===== config.mk =====
export PLATFORM = sky130hd
export DESIGN_NAME = control_unit_fft_iter_pipe
export DESIGN_NICKNAME = d
export VERILOG_FILES = /design/src/rtl/fft_iter_pkg.sv /design/src/rtl/fft_iter_delay_line.sv /design/src/rtl/control_unit_fft_iter_pipe.sv
export SDC_FILE = /design/constraint.sdc
export NUM_CORES = 1
export LEC_CHECK = 0
export BUFFER_PORTS_ARGS = -buffer_cell sky130_fd_sc_hd__buf_2
export CORE_MARGIN = 3
export CORE_UTILIZATION = 30
export CTS_CLUSTER_SIZE = 8
export DETAILED_ROUTE_END_ITERATION = 6
export GPL_TIMING_DRIVEN = 0
export HOLD_SLACK_MARGIN = 0.06
export PLACE_DENSITY = 0.55
export SLEW_MARGIN = 30
export SYNTH_ARGS = -nofsm -noshare
export SYNTH_HDL_FRONTEND = slang
export SYNTH_SLANG_ARGS = --single-unit

===== constraint.sdc =====
create_clock -name CLK -period 1.7 [get_ports CLK]
set_clock_uncertainty 0.15 [all_clocks]
set_input_delay 0.255 -clock CLK [delete_from_list [all_inputs] [get_ports CLK]]
set_output_delay 0.255 -clock CLK [all_outputs]
set_load 0.01 [all_outputs]

===== src/rtl/fft_iter_pkg.sv =====
// Shared definitions for the iterative FFT control unit: state encoding
// and the width helper for the drain counter.
package fft_iter_pkg;

  localparam int ST_W = 2;

  localparam logic [ST_W-1:0] ST_IDLE  = 2'd0;
  localparam logic [ST_W-1:0] ST_READ  = 2'd1;
  localparam logic [ST_W-1:0] ST_DRAIN = 2'd2;
  localparam logic [ST_W-1:0] ST_DONE  = 2'd3;

  typedef enum logic [ST_W-1:0] {
    S_IDLE  = ST_IDLE,
    S_READ  = ST_READ,
    S_DRAIN = ST_DRAIN,
    S_DONE  = ST_DONE
  } state_t;

  // Drain counter must hold PIPE_LAT-1; one spare bit keeps PIPE_LAT=1 legal.
  function automatic int drain_cnt_width(input int pipe_lat);
    return $clog2(pipe_lat) + 1;
  endfunction

endpackage


===== src/rtl/fft_iter_delay_line.sv =====
// Depth-DEPTH shift register that carries the read bundle forward to the
// write side. Holds while en=0; flush clears every stage synchronously.
module fft_iter_delay_line #(
  parameter int WIDTH = 8,
  parameter int DEPTH = 2
) (
  input  logic             CLK,
  input  logic             RST,
  input  logic             en,
  input  logic             flush,
  input  logic [WIDTH-1:0] din,
  output logic [WIDTH-1:0] dout
);

  genvar gi;
  generate
    for (gi = 0; gi < DEPTH; gi++) begin : g_stage
      logic [WIDTH-1:0] q_reg;
      logic [WIDTH-1:0] d_next;

      if (gi == 0) begin : g_head
        assign d_next = din;
      end else begin : g_tail
        assign d_next = g_stage[gi-1].q_reg;
      end

      // One pipeline stage: cleared by reset or flush, advances only when enabled.
      always_ff @(posedge CLK or negedge RST) begin
        if (!RST) begin
          q_reg <= '0;
        end else if (flush) begin
          q_reg <= '0;
        end else if (en) begin
          q_reg <= d_next;
        end
      end
    end
  endgenerate

  assign dout = g_stage[DEPTH-1].q_reg;

endmodule


===== src/rtl/control_unit_fft_iter_pipe.sv =====
// Iterative FFT control unit with pipelined write-back.
// Sequences LAYERS passes of BUTTERFLYES reads, drains PIPE_LAT cycles at
// each layer boundary, and replays the read bundle as writes PIPE_LAT later.
// Optional feature macro: CU_FFT_ABORT_EN (enables the synchronous ABORT).
module control_unit_fft_iter_pipe
  import fft_iter_pkg::*;
#(
  parameter int LAYERS      = 5,
  parameter int BUTTERFLYES = 16,
  parameter int LayWL       = 3,
  parameter int ButtWL      = 4,
  parameter int PIPE_LAT    = 2
) (
  input  logic              CLK,
  input  logic              RST,
  input  logic              EN,
  input  logic              START,
  input  logic              ABORT,
  output logic              RD_EN,
  output logic [ButtWL-1:0] RD_BUTT,
  output logic [LayWL-1:0]  RD_LAY,
  output logic              FIRST,
  output logic              LAY_EN,
  output logic              WR_EN,
  output logic [ButtWL-1:0] WR_BUTT,
  output logic [LayWL-1:0]  WR_LAY,
  output logic              BUSY,
  output logic              DONE
);

  localparam int                DCW       = drain_cnt_width(PIPE_LAT);
  localparam int                DLW       = 1 + ButtWL + LayWL;
  localparam logic [ButtWL-1:0] BUTT_LAST = ButtWL'(BUTTERFLYES - 1);
  localparam logic [LayWL-1:0]  LAY_LAST  = LayWL'(LAYERS - 1);
  localparam logic [DCW-1:0]    DCNT_LOAD = DCW'(PIPE_LAT - 1);

  state_t            state_reg;
  logic [ButtWL-1:0] butt_reg;
  logic [LayWL-1:0]  lay_reg;
  logic [DCW-1:0]    dcnt_reg;
  logic              rd_en_reg;
  logic              first_reg;
  logic              lay_en_reg;
  logic              busy_reg;
  logic              done_reg;

  logic              flush_dl;
  logic [DLW-1:0]    dl_out;

`ifdef CU_FFT_ABORT_EN
  assign flush_dl = ABORT & EN;
`else
  logic abort_unused;
  assign abort_unused = ABORT;
  assign flush_dl     = 1'b0;
`endif

  // Sequencer FSM: counters and registered strobes all advance only with EN.
  always_ff @(posedge CLK or negedge RST) begin
    if (!RST) begin
      state_reg  <= S_IDLE;
      butt_reg   <= '0;
      lay_reg    <= '0;
      dcnt_reg   <= '0;
      rd_en_reg  <= 1'b0;
      first_reg  <= 1'b0;
      lay_en_reg <= 1'b0;
      busy_reg   <= 1'b0;
      done_reg   <= 1'b0;
    end else if (EN) begin
`ifdef CU_FFT_ABORT_EN
      if (ABORT) begin
        state_reg  <= S_IDLE;
        butt_reg   <= '0;
        lay_reg    <= '0;
        dcnt_reg   <= '0;
        rd_en_reg  <= 1'b0;
        first_reg  <= 1'b0;
        lay_en_reg <= 1'b0;
        busy_reg   <= 1'b0;
        done_reg   <= 1'b0;
      end else
`endif
      begin
        case (state_reg)
          S_IDLE: begin
            if (START) begin
              state_reg  <= S_READ;
              butt_reg   <= '0;
              lay_reg    <= '0;
              rd_en_reg  <= 1'b1;
              first_reg  <= 1'b1;
              lay_en_reg <= 1'b1;
              busy_reg   <= 1'b1;
            end
          end
          S_READ: begin
            lay_en_reg <= 1'b0;
            if (butt_reg == BUTT_LAST) begin
              state_reg <= S_DRAIN;
              butt_reg  <= '0;
              dcnt_reg  <= DCNT_LOAD;
              rd_en_reg <= 1'b0;
              first_reg <= 1'b0;
            end else begin
              butt_reg <= butt_reg + ButtWL'(1);
            end
          end
          S_DRAIN: begin
            if (dcnt_reg == '0) begin
              if (lay_reg == LAY_LAST) begin
                state_reg <= S_DONE;
                busy_reg  <= 1'b0;
                done_reg  <= 1'b1;
              end else begin
                // Next layer index is never 0, so FIRST stays low.
                state_reg  <= S_READ;
                lay_reg    <= lay_reg + LayWL'(1);
                rd_en_reg  <= 1'b1;
                lay_en_reg <= 1'b1;
              end
            end else begin
              dcnt_reg <= dcnt_reg - DCW'(1);
            end
          end
          S_DONE: begin
            state_reg <= S_IDLE;
            done_reg  <= 1'b0;
            lay_reg   <= '0;
          end
          default: begin
            state_reg <= S_IDLE;
          end
        endcase
      end
    end
  end

  fft_iter_delay_line #(
    .WIDTH (DLW),
    .DEPTH (PIPE_LAT)
  ) u_delay (
    .CLK   (CLK),
    .RST   (RST),
    .en    (EN),
    .flush (flush_dl),
    .din   ({rd_en_reg, butt_reg, lay_reg}),
    .dout  (dl_out)
  );

  // Strobes are gated by EN so a stall never repeats a read or write.
  assign RD_EN   = rd_en_reg & EN;
  assign RD_BUTT = butt_reg;
  assign RD_LAY  = lay_reg;
  assign FIRST   = first_reg;
  assign LAY_EN  = lay_en_reg & EN;
  assign BUSY    = busy_reg;
  assign DONE    = done_reg & EN;
  assign WR_EN   = dl_out[DLW-1] & EN;
  assign WR_BUTT = dl_out[DLW-2 -: ButtWL];
  assign WR_LAY  = dl_out[LayWL-1:0];

endmodule


==> metrics.md, run 1 <==
| Metric | Value |
|---|---|
| Outcome | `finished clean` |
| R2r setup slk | `0.11 ns` |
| Register Area | `802.0 um2` |
| Num ports | `25` |
| Area Growth Syn to Fin | `21.07%` |
| Count of different cell masters after synthesis | `34` |
| CTS tree | `built` |
| Die Height | `77.89 um` |
| CORE AREA | `0.004848 mm2` |
| Clock sink total | `32` |
| Worst R2R Start | `RD_BUTT[0]` |
| Tightest Pin Transition | `0.7062 ns` |
| IO buf count | `23` |
| DR iter-0 viols | `54` |
| HP Class | `in -> reg` |
| Gr usage total | `0.1135` |
| Final Power | `between 2 and 3 mW` |
| Die extent in x | `77.89 um` |
| Maximum clock rate | `627.0 MHz` |
| Period utilisation layout | `0.9381` |
| Starting Density | `0.3197` |
| Detailed placement HPWL | `about 2300 um` |
| Largest net degree at the start of global routing | `33` |
| RSZ-0062 raised after global routing | `false` |
| Setup_tns | `0 ns` |
| Die ar. | `0.006066 mm2` |
| Cell Area, Synth | `0.001550 mm2` |
| First-pass GRT wire length | `5520 um` |
| Pwr dens | `1431 mW/mm2` |
| # DRC | `0` |
| Hold Startpoint | `START` |
| Nets | `182` |
| Combined area of the multi-input logic cells | `654.4 um2` |
| Crit start category | `flop` |
| Via density | `4.800` |
| Sequential area share after synthesis | `0.5165` |
| Row count | `25` |
| Max Cap Viol | `0` |
| M3 GR Usage | `0.03596` |
| Worst Hold Path EP | `BUSY` |
| Pre-antenna DRT Iters | `4` |
| Net Count, Synth | `150` |
| Vias in the first global route | `1193` |
| Slew margin rel. | `0.5292` |
| Skew-Pair Late Insertion Delay | `0.28 ns` |
| Crit path time final | `1.595 ns` |
| Initial antenna violation count | `0` |
| Critical Path RT | `1.72 ns` |
| GPL Wtd Cong | `0.8021` |
| Crit end category | `flop` |
| Gate Count Post-Synth | `141` |
| Static Leak | `0.8824 nW` |
| Final setup viols | `0` |
| H-Tree Depth | `2` |
| Maximum root-to-sink buffer count | `2` |
| CTS Buf Count | `5` |
| Worst-path clk slew | `approximately 0.070 ns` |
| Share of layout cells above drive strength 1 | `0.3757` |
| Crit path arrival time | `1.62 ns` |
| Average cell area after synthesis | `10.99 um2` |
| ANT nets after route | `0` |
| Worst-case vdd ir drop | `0.0006623 V` |
| Worst-path fanout max | `6` |
| Routed wire length | `3119 um` |
| Grt peak-use layer | `met2` |
| Hold Path Cell Cnt | `3` |
| Routed wire per std cell | `13.00 um` |
| Worst R2R Path Depth | `4` |
| GR Util met1 | `0.1417` |
| Met2 Use GR | `0.1875` |
| Ys Warns | `0` |
| Crit Path Class | `reg -> reg` |
| Hold Fails Final Rpt | `0` |
| Yosys reg bits | `32` |
| Ant diodes | `0` |
| Slew Viols, Final | `0` |
| Vias | `1152` |
| Number of fill cells in the layout | `between 400 and 500` |
| Final core occ | `0.3871` |
| GRT overflow | `0` |
| Reg-to-reg critical path endpoint | `dcnt_reg[1]` |
| CTS root buffer | `clkbuf_8` |
[cells in the final DEF, fill, tap and decap left out, drive strengths merged]
| master | count |
|---|---|
| o2111ai | 1 |
| and2b | 1 |
| nor3 | 1 |
| clkbuf | 7 |
| nor2 | 1 |
| dfrtp | 32 |
| o21a | 1 |
| a22oi | 1 |
| nand3 | 7 |
| and4bb | 1 |
| nand2b | 3 |
| or3 | 1 |
| a31oi | 3 |
| a41oi | 1 |
| o211a | 1 |
| mux2 | 15 |
| a21oi | 7 |
| o211ai | 2 |
| nand4 | 1 |
| buf | 36 |
| ha | 4 |
| nor2b | 4 |
| inv | 8 |
| nand2 | 7 |
| a21o | 1 |
| or4 | 1 |
| o31ai | 3 |
| and4b | 1 |
| and2 | 5 |
| dlygate4sd3 | 1 |
| nand4b | 1 |
| o21ai | 14 |
[metal layers]
metal | wire length, um | up-vias
met5 | 0 | -
met4 | 34 | 0
met3 | 165 | 6
met2 | 1479 | 24
met1 | 1440 | 561
li1 | - | 561
[Yosys cell counts, drive strengths merged]
library cell,count,area share
dfrtp,32,0.52
mux2,15,0.11
o21ai,14,0.045
buf,12,0.050
inv,8,0.019
a21oi,7,0.023
nand2,7,0.017
nand3,7,0.023
and2,5,0.020
ha,4,0.032
nor2b,4,0.016
a31oi,3,0.012
nand2b,3,0.017
o31ai,3,0.015
o211ai,2,0.0097
a21o,1,0.0048
a22oi,1,0.0048
a41oi,1,0.0057
and2b,1,0.0048
and4b,1,0.0065
and4bb,1,0.0081
nand4,1,0.0040
nand4b,1,0.0057
nor2,1,0.0024
nor3,1,0.0032
o2111ai,1,0.0057
o211a,1,0.0065
o21a,1,0.0048
or3,1,0.0040
or4,1,0.0048
[what timing repair did]
item,CTS,global route
pin swaps,0,0
gates cloned,0,0
hold buffers,1,0
hold endpoints to repair,32,0
setup buffers,0,1
gates resized for setup,1,3
endpoints found under the setup margin,2,2
[worst max path at each step]
| stage | from | to |
|---|---|---|
| after floorplan | RD_BUTT[0] | dcnt_reg[1] |
| after global placement | RD_BUTT[0] | dcnt_reg[1] |
| after detailed placement | RD_BUTT[0] | dcnt_reg[1] |
| after CTS | RD_BUTT[0] | dcnt_reg[1] |
| after global routing | dcnt_reg[0] | RD_LAY[0] |
| final | RD_BUTT[0] | dcnt_reg[1] |
[kinds of logic (layout without fill, tap and decap cells)]
logic type	Yosys count	count (layout)	synth area share
AND/OR/NAND/NOR	35	35	0.1364
buffers and inverters	20	52	0.06941
AO/OA/AOI/OAI	35	35	0.1364
adder cells (fa/ha/maj)	4	4	0.03229
multiplexers	15	15	0.1090
flip-flops	32	32	0.5165
[critical path: stages, from the launching register on]
cell and delay, ns:
dfrtp_2 0.41, ha_2 0.22, nand3_2 0.16, or3_4 0.42, o211a_1 0.13
[report_power, final]
part | total [mW] | internal (mW) | leakage, nW | switching [mW]
clock | 0.620 | 0.360 | 0.0503 | 0.260
combinational | 0.875 | 0.457 | 0.436 | 0.418
sequential | 1.19 | 1.00 | 0.396 | 0.188
total | 2.69 | 1.82 | 0.882 | 0.866
[through the flow]
step,cell area [um2],worst slack (ns),cells,hold slack (ns)
after floorplan,1550,0.1248,141,-0.1906
after global placement,1749,-0.006790,231,0.1917
after detailed placement,1749,-0.03275,231,0.2036
after CTS,1861,0.02665,239,0.1712
after global routing,1877,0.01215,240,0.2031
final,1877,0.1052,240,0.1757
[cell type report]
class | count | share of cell area
Sequential cell | 32 | 0.4273
Multi-Input combinational cell | 89 | 0.3487
Timing Repair Buffer | 25 | 0.07067
Clock buffer | 7 | 0.05133
Tap cell | 67 | 0.04467
Buffer | 12 | 0.04133
Inverter | 8 | 0.01600
Power figures use the tool's default switching activity.
==> run 2, diff against run 1 <==
Settings changed: CELL_PAD_IN_SITES_DETAIL_PLACEMENT set to 1, CELL_PAD_IN_SITES_GLOBAL_PLACEMENT set to 1, PLACE_DENSITY 0.55 to 0.64.
==> run 2 against run 1 <==
Effect of this change:
- first-iteration DRC count decreased by 39%
- routed wire length increased by 14%
- cell count increased by 0.83%
- sequential share of layout area decreased by 0.43 points
- design area increased by 0.87%
- power increased by 5.7%
- maximum frequency decreased by 1.1%
- die area unchanged
- count of clock-buffer cells in the layout decreased by 2
- via count increased by 5.0%
- critical path depth increased by 1
- critical path type unchanged
- largest cell class unchanged
- highest routed layer unchanged
==> metrics.md, run 2 (synthesized netlist as in run 1, its figures left out) <==
| Metric | Value |
|---|---|
| Outcome | `finished clean` |
| Worst-path fanout max | `6 (unchanged)` |
| Crit end category | `flop` |
| Pre-antenna DRT Iters | `4 (unchanged)` |
| Routed wire per std cell | `14.65 um (+13%)` |
| IO buf count | `23 (unchanged)` |
| Placed insts | `231 (unchanged)` |
| Most frequent cells in the layout | `dfrtp_1, buf_2, mux2_2, o21ai_0, buf_4` |
| Worst setup path endpoint | `rd_en_reg` |
| Worst path max stage delay | `0.48 ns (+0.06 ns)` |
| Delay-heaviest family, CP | `flip-flops` |
| Skew-Pair Late Insertion Delay | `0.28 ns (about the same)` |
| Crit start category | `flop` |
| # DRC | `0 (unchanged)` |
| Max Cap Viol | `0 (unchanged)` |
| First-pass GRT wire length | `6313 um (+14%)` |
| Pwr dens | `1500 mW/mm2 (+4.8%)` |
| Num ports | `25 (unchanged)` |
| ANT nets after route | `0 (unchanged)` |
| CP max stage cell | `dfrtp_1` |
| Via density | `5.000 (+4.2%)` |
| Largest net degree at the start of global routing | `33 (unchanged)` |
| Final setup viols | `0 (unchanged)` |
| Bufs and invs on worst path | `1 (+1)` |
| Worst R2R Start | `RD_LAY[0]` |
| Routed wire length | `3546 um (+14%)` |
| Nets | `183 (+0.55%)` |
| Ant diodes | `0 (unchanged)` |
| Commonest non-fill, non-tap cell in the layout | `dfrtp_1` |
| Area Growth Syn to Fin | `22.11%` |
| GPL Wtd Cong | `0.7974 (-0.59%)` |
| Die ar. | `0.006066 mm2 (unchanged)` |
| Number of fill cells in the layout | `563 (+16%)` |
| Reg-to-reg critical path endpoint | `rd_en_reg` |
| Gr usage total | `0.1314 (+0.01787)` |
| Detailed placement HPWL | `2522 um (+10%)` |
| Hold Fails Final Rpt | `0 (unchanged)` |
| Share of layout cells above drive strength 1 | `0.3714 (-0.004294)` |
| Crit path arrival time | `1.66 ns (+0.04 ns)` |
| Maximum root-to-sink buffer count | `2 (unchanged)` |
| H-Tree Depth | `2 (unchanged)` |
| CTS Buf Count | `5 (unchanged)` |
| Worst R2R Path Depth | `5 (+1)` |
| Static Leak | `0.8905 nW (+0.92%)` |
| Vias in the first global route | `1255 (+5.2%)` |
| CP Depth | `5 (+1)` |
| RSZ-0062 raised after global routing | `false` |
| Initial antenna violation count | `0 (unchanged)` |
| Die Height | `77.89 um (unchanged)` |
| CP cell instances | `inv_1 -> ha_1 -> and2_1 -> o21a_1 -> o21ai_0` |
| Period utilisation layout | `0.9487 (+0.01055)` |
| Critical Path RT | `1.75 ns (+0.03 ns)` |
| Crit path time final | `1.613 ns (+0.01793 ns)` |
| Combined area of the multi-input logic cells | `649.4 um2 (-0.76%)` |
| Die extent in x | `77.89 um (unchanged)` |
| Setup_tns | `0 ns (unchanged)` |
| Final Non-Filler Cells | `242 (+0.83%)` |
| DR iter-0 viols | `33 (-39%)` |
| Final instance area | `0.001893 mm2 (+0.87%)` |
| Maximum clock rate | `620.1 MHz (-1.1%)` |
| Register Area | `800.8 um2 (-0.16%)` |
| Vias | `1210 (+5.0%)` |
| CTS root buffer | `clkbuf_8` |
| Starting Density | `0.3197 (unchanged)` |
| Slew margin rel. | `0.5196 (-0.009618)` |
| Slew Viols, Final | `0 (unchanged)` |
| Cell Area, Placed | `0.001749 mm2 (unchanged)` |
| R2r setup slk | `0.09 ns (-0.02 ns)` |
| Clock sink total | `32 (unchanged)` |
| GRT overflow | `0 (unchanged)` |
| HP Class | `in -> reg` |
| Row count | `25 (unchanged)` |
| Final core occ | `0.3905 (+0.003355)` |
| Worst-case vdd ir drop | `0.0006440 V (-2.8%)` |
| Crit path from | `RD_LAY[0]` |
| CTS tree | `built` |
| CORE AREA | `0.004848 mm2 (unchanged)` |
| Crit Path Class | `reg -> reg` |
| Worst-path clk slew | `0.07 ns (about the same)` |
| Tightest Pin Transition | `0.7206 ns (+0.01443 ns)` |
==> run 2: cell count changes in the layout (fill, tap and decap cells not counted), sizes merged <==
cell,before,now
bufinv,0,1
clkinv,0,1
buf,36,37
clkbuf,7,5
clkinvlp,0,1
==> run 2: worst register-to-register path: stages, from the launching register on <==
cell and delay (ns):
dfrtp_1 0.48, inv_1 0.07, ha_1 0.23, and2_1 0.23, o21a_1 0.21, o21ai_0 0.16
==> run 2: final cells by class <==
| class | count | share of cell area |
|---|---|---|
| timing repair buffer | 26 | 0.07402 |
| multi-input combinational | 89 | 0.3430 |
| tap | 67 | 0.04428 |
| buffer | 12 | 0.04098 |
| clock inverter | 3 | 0.02247 |
| sequential | 32 | 0.4230 |
| clock buffer | 5 | 0.03635 |
| inverter | 8 | 0.01586 |
==> run 2: per-layer routing <==
| layer | vias to the layer above | routed length, um | track usage |
|---|---|---|---|
| met3 | 6 | 149 | 0.04060 |
| met4 | 0 | 61 | 0.04626 |
| met1 | 612 | 1561 | 0.1656 |
| met2 | 27 | 1773 | 0.2115 |
| met5 | - | 0 | 0 |
| li1 | 565 | - | - |
==> run 2: repair_timing <==
action / CTS / global route
hold endpoints to repair: 32 / 0
hold buffers: 1 / 0
pin swaps: 0 / 0
gates resized for setup: 1 / 1
buffers inserted: 1 / 1
setup endpoints to repair: 1 / 2
==> run 2: metrics by stage <==
step	total power [mW]	setup WS [ns]	hold slack, ns
after CTS	2.856	0.01735	0.1620
after global routing	3.052	0.01515	0.1985
after global placement	2.020	0.002559	0.1963
after floorplan	1.754	0.1248	-0.1906
final	2.840	0.08724	0.1702
after detailed placement	2.087	-0.06570	0.2084
==> run 2: how the worst min path moves through the flow <==
stage | start | endpoint | slack (ns) | cells past startpoint
2_1_floorplan | RST | BUSY | -0.19 | 0
3_3_place_gp | RST | BUSY | 0.20 | 1
3_5_place_dp | RST | BUSY | 0.21 | 1
4_1_cts | START | FIRST | 0.16 | 3
5_1_grt | START | FIRST | 0.20 | 3
6_report | START | BUSY | 0.17 | 3
==> run 2: power by group <==
group / switching [mW] / internal, mW / total, mW
Sequential: 0.185 / 1.00 / 1.18
Combinational: 0.459 / 0.473 / 0.932
Clock: 0.289 / 0.433 / 0.723
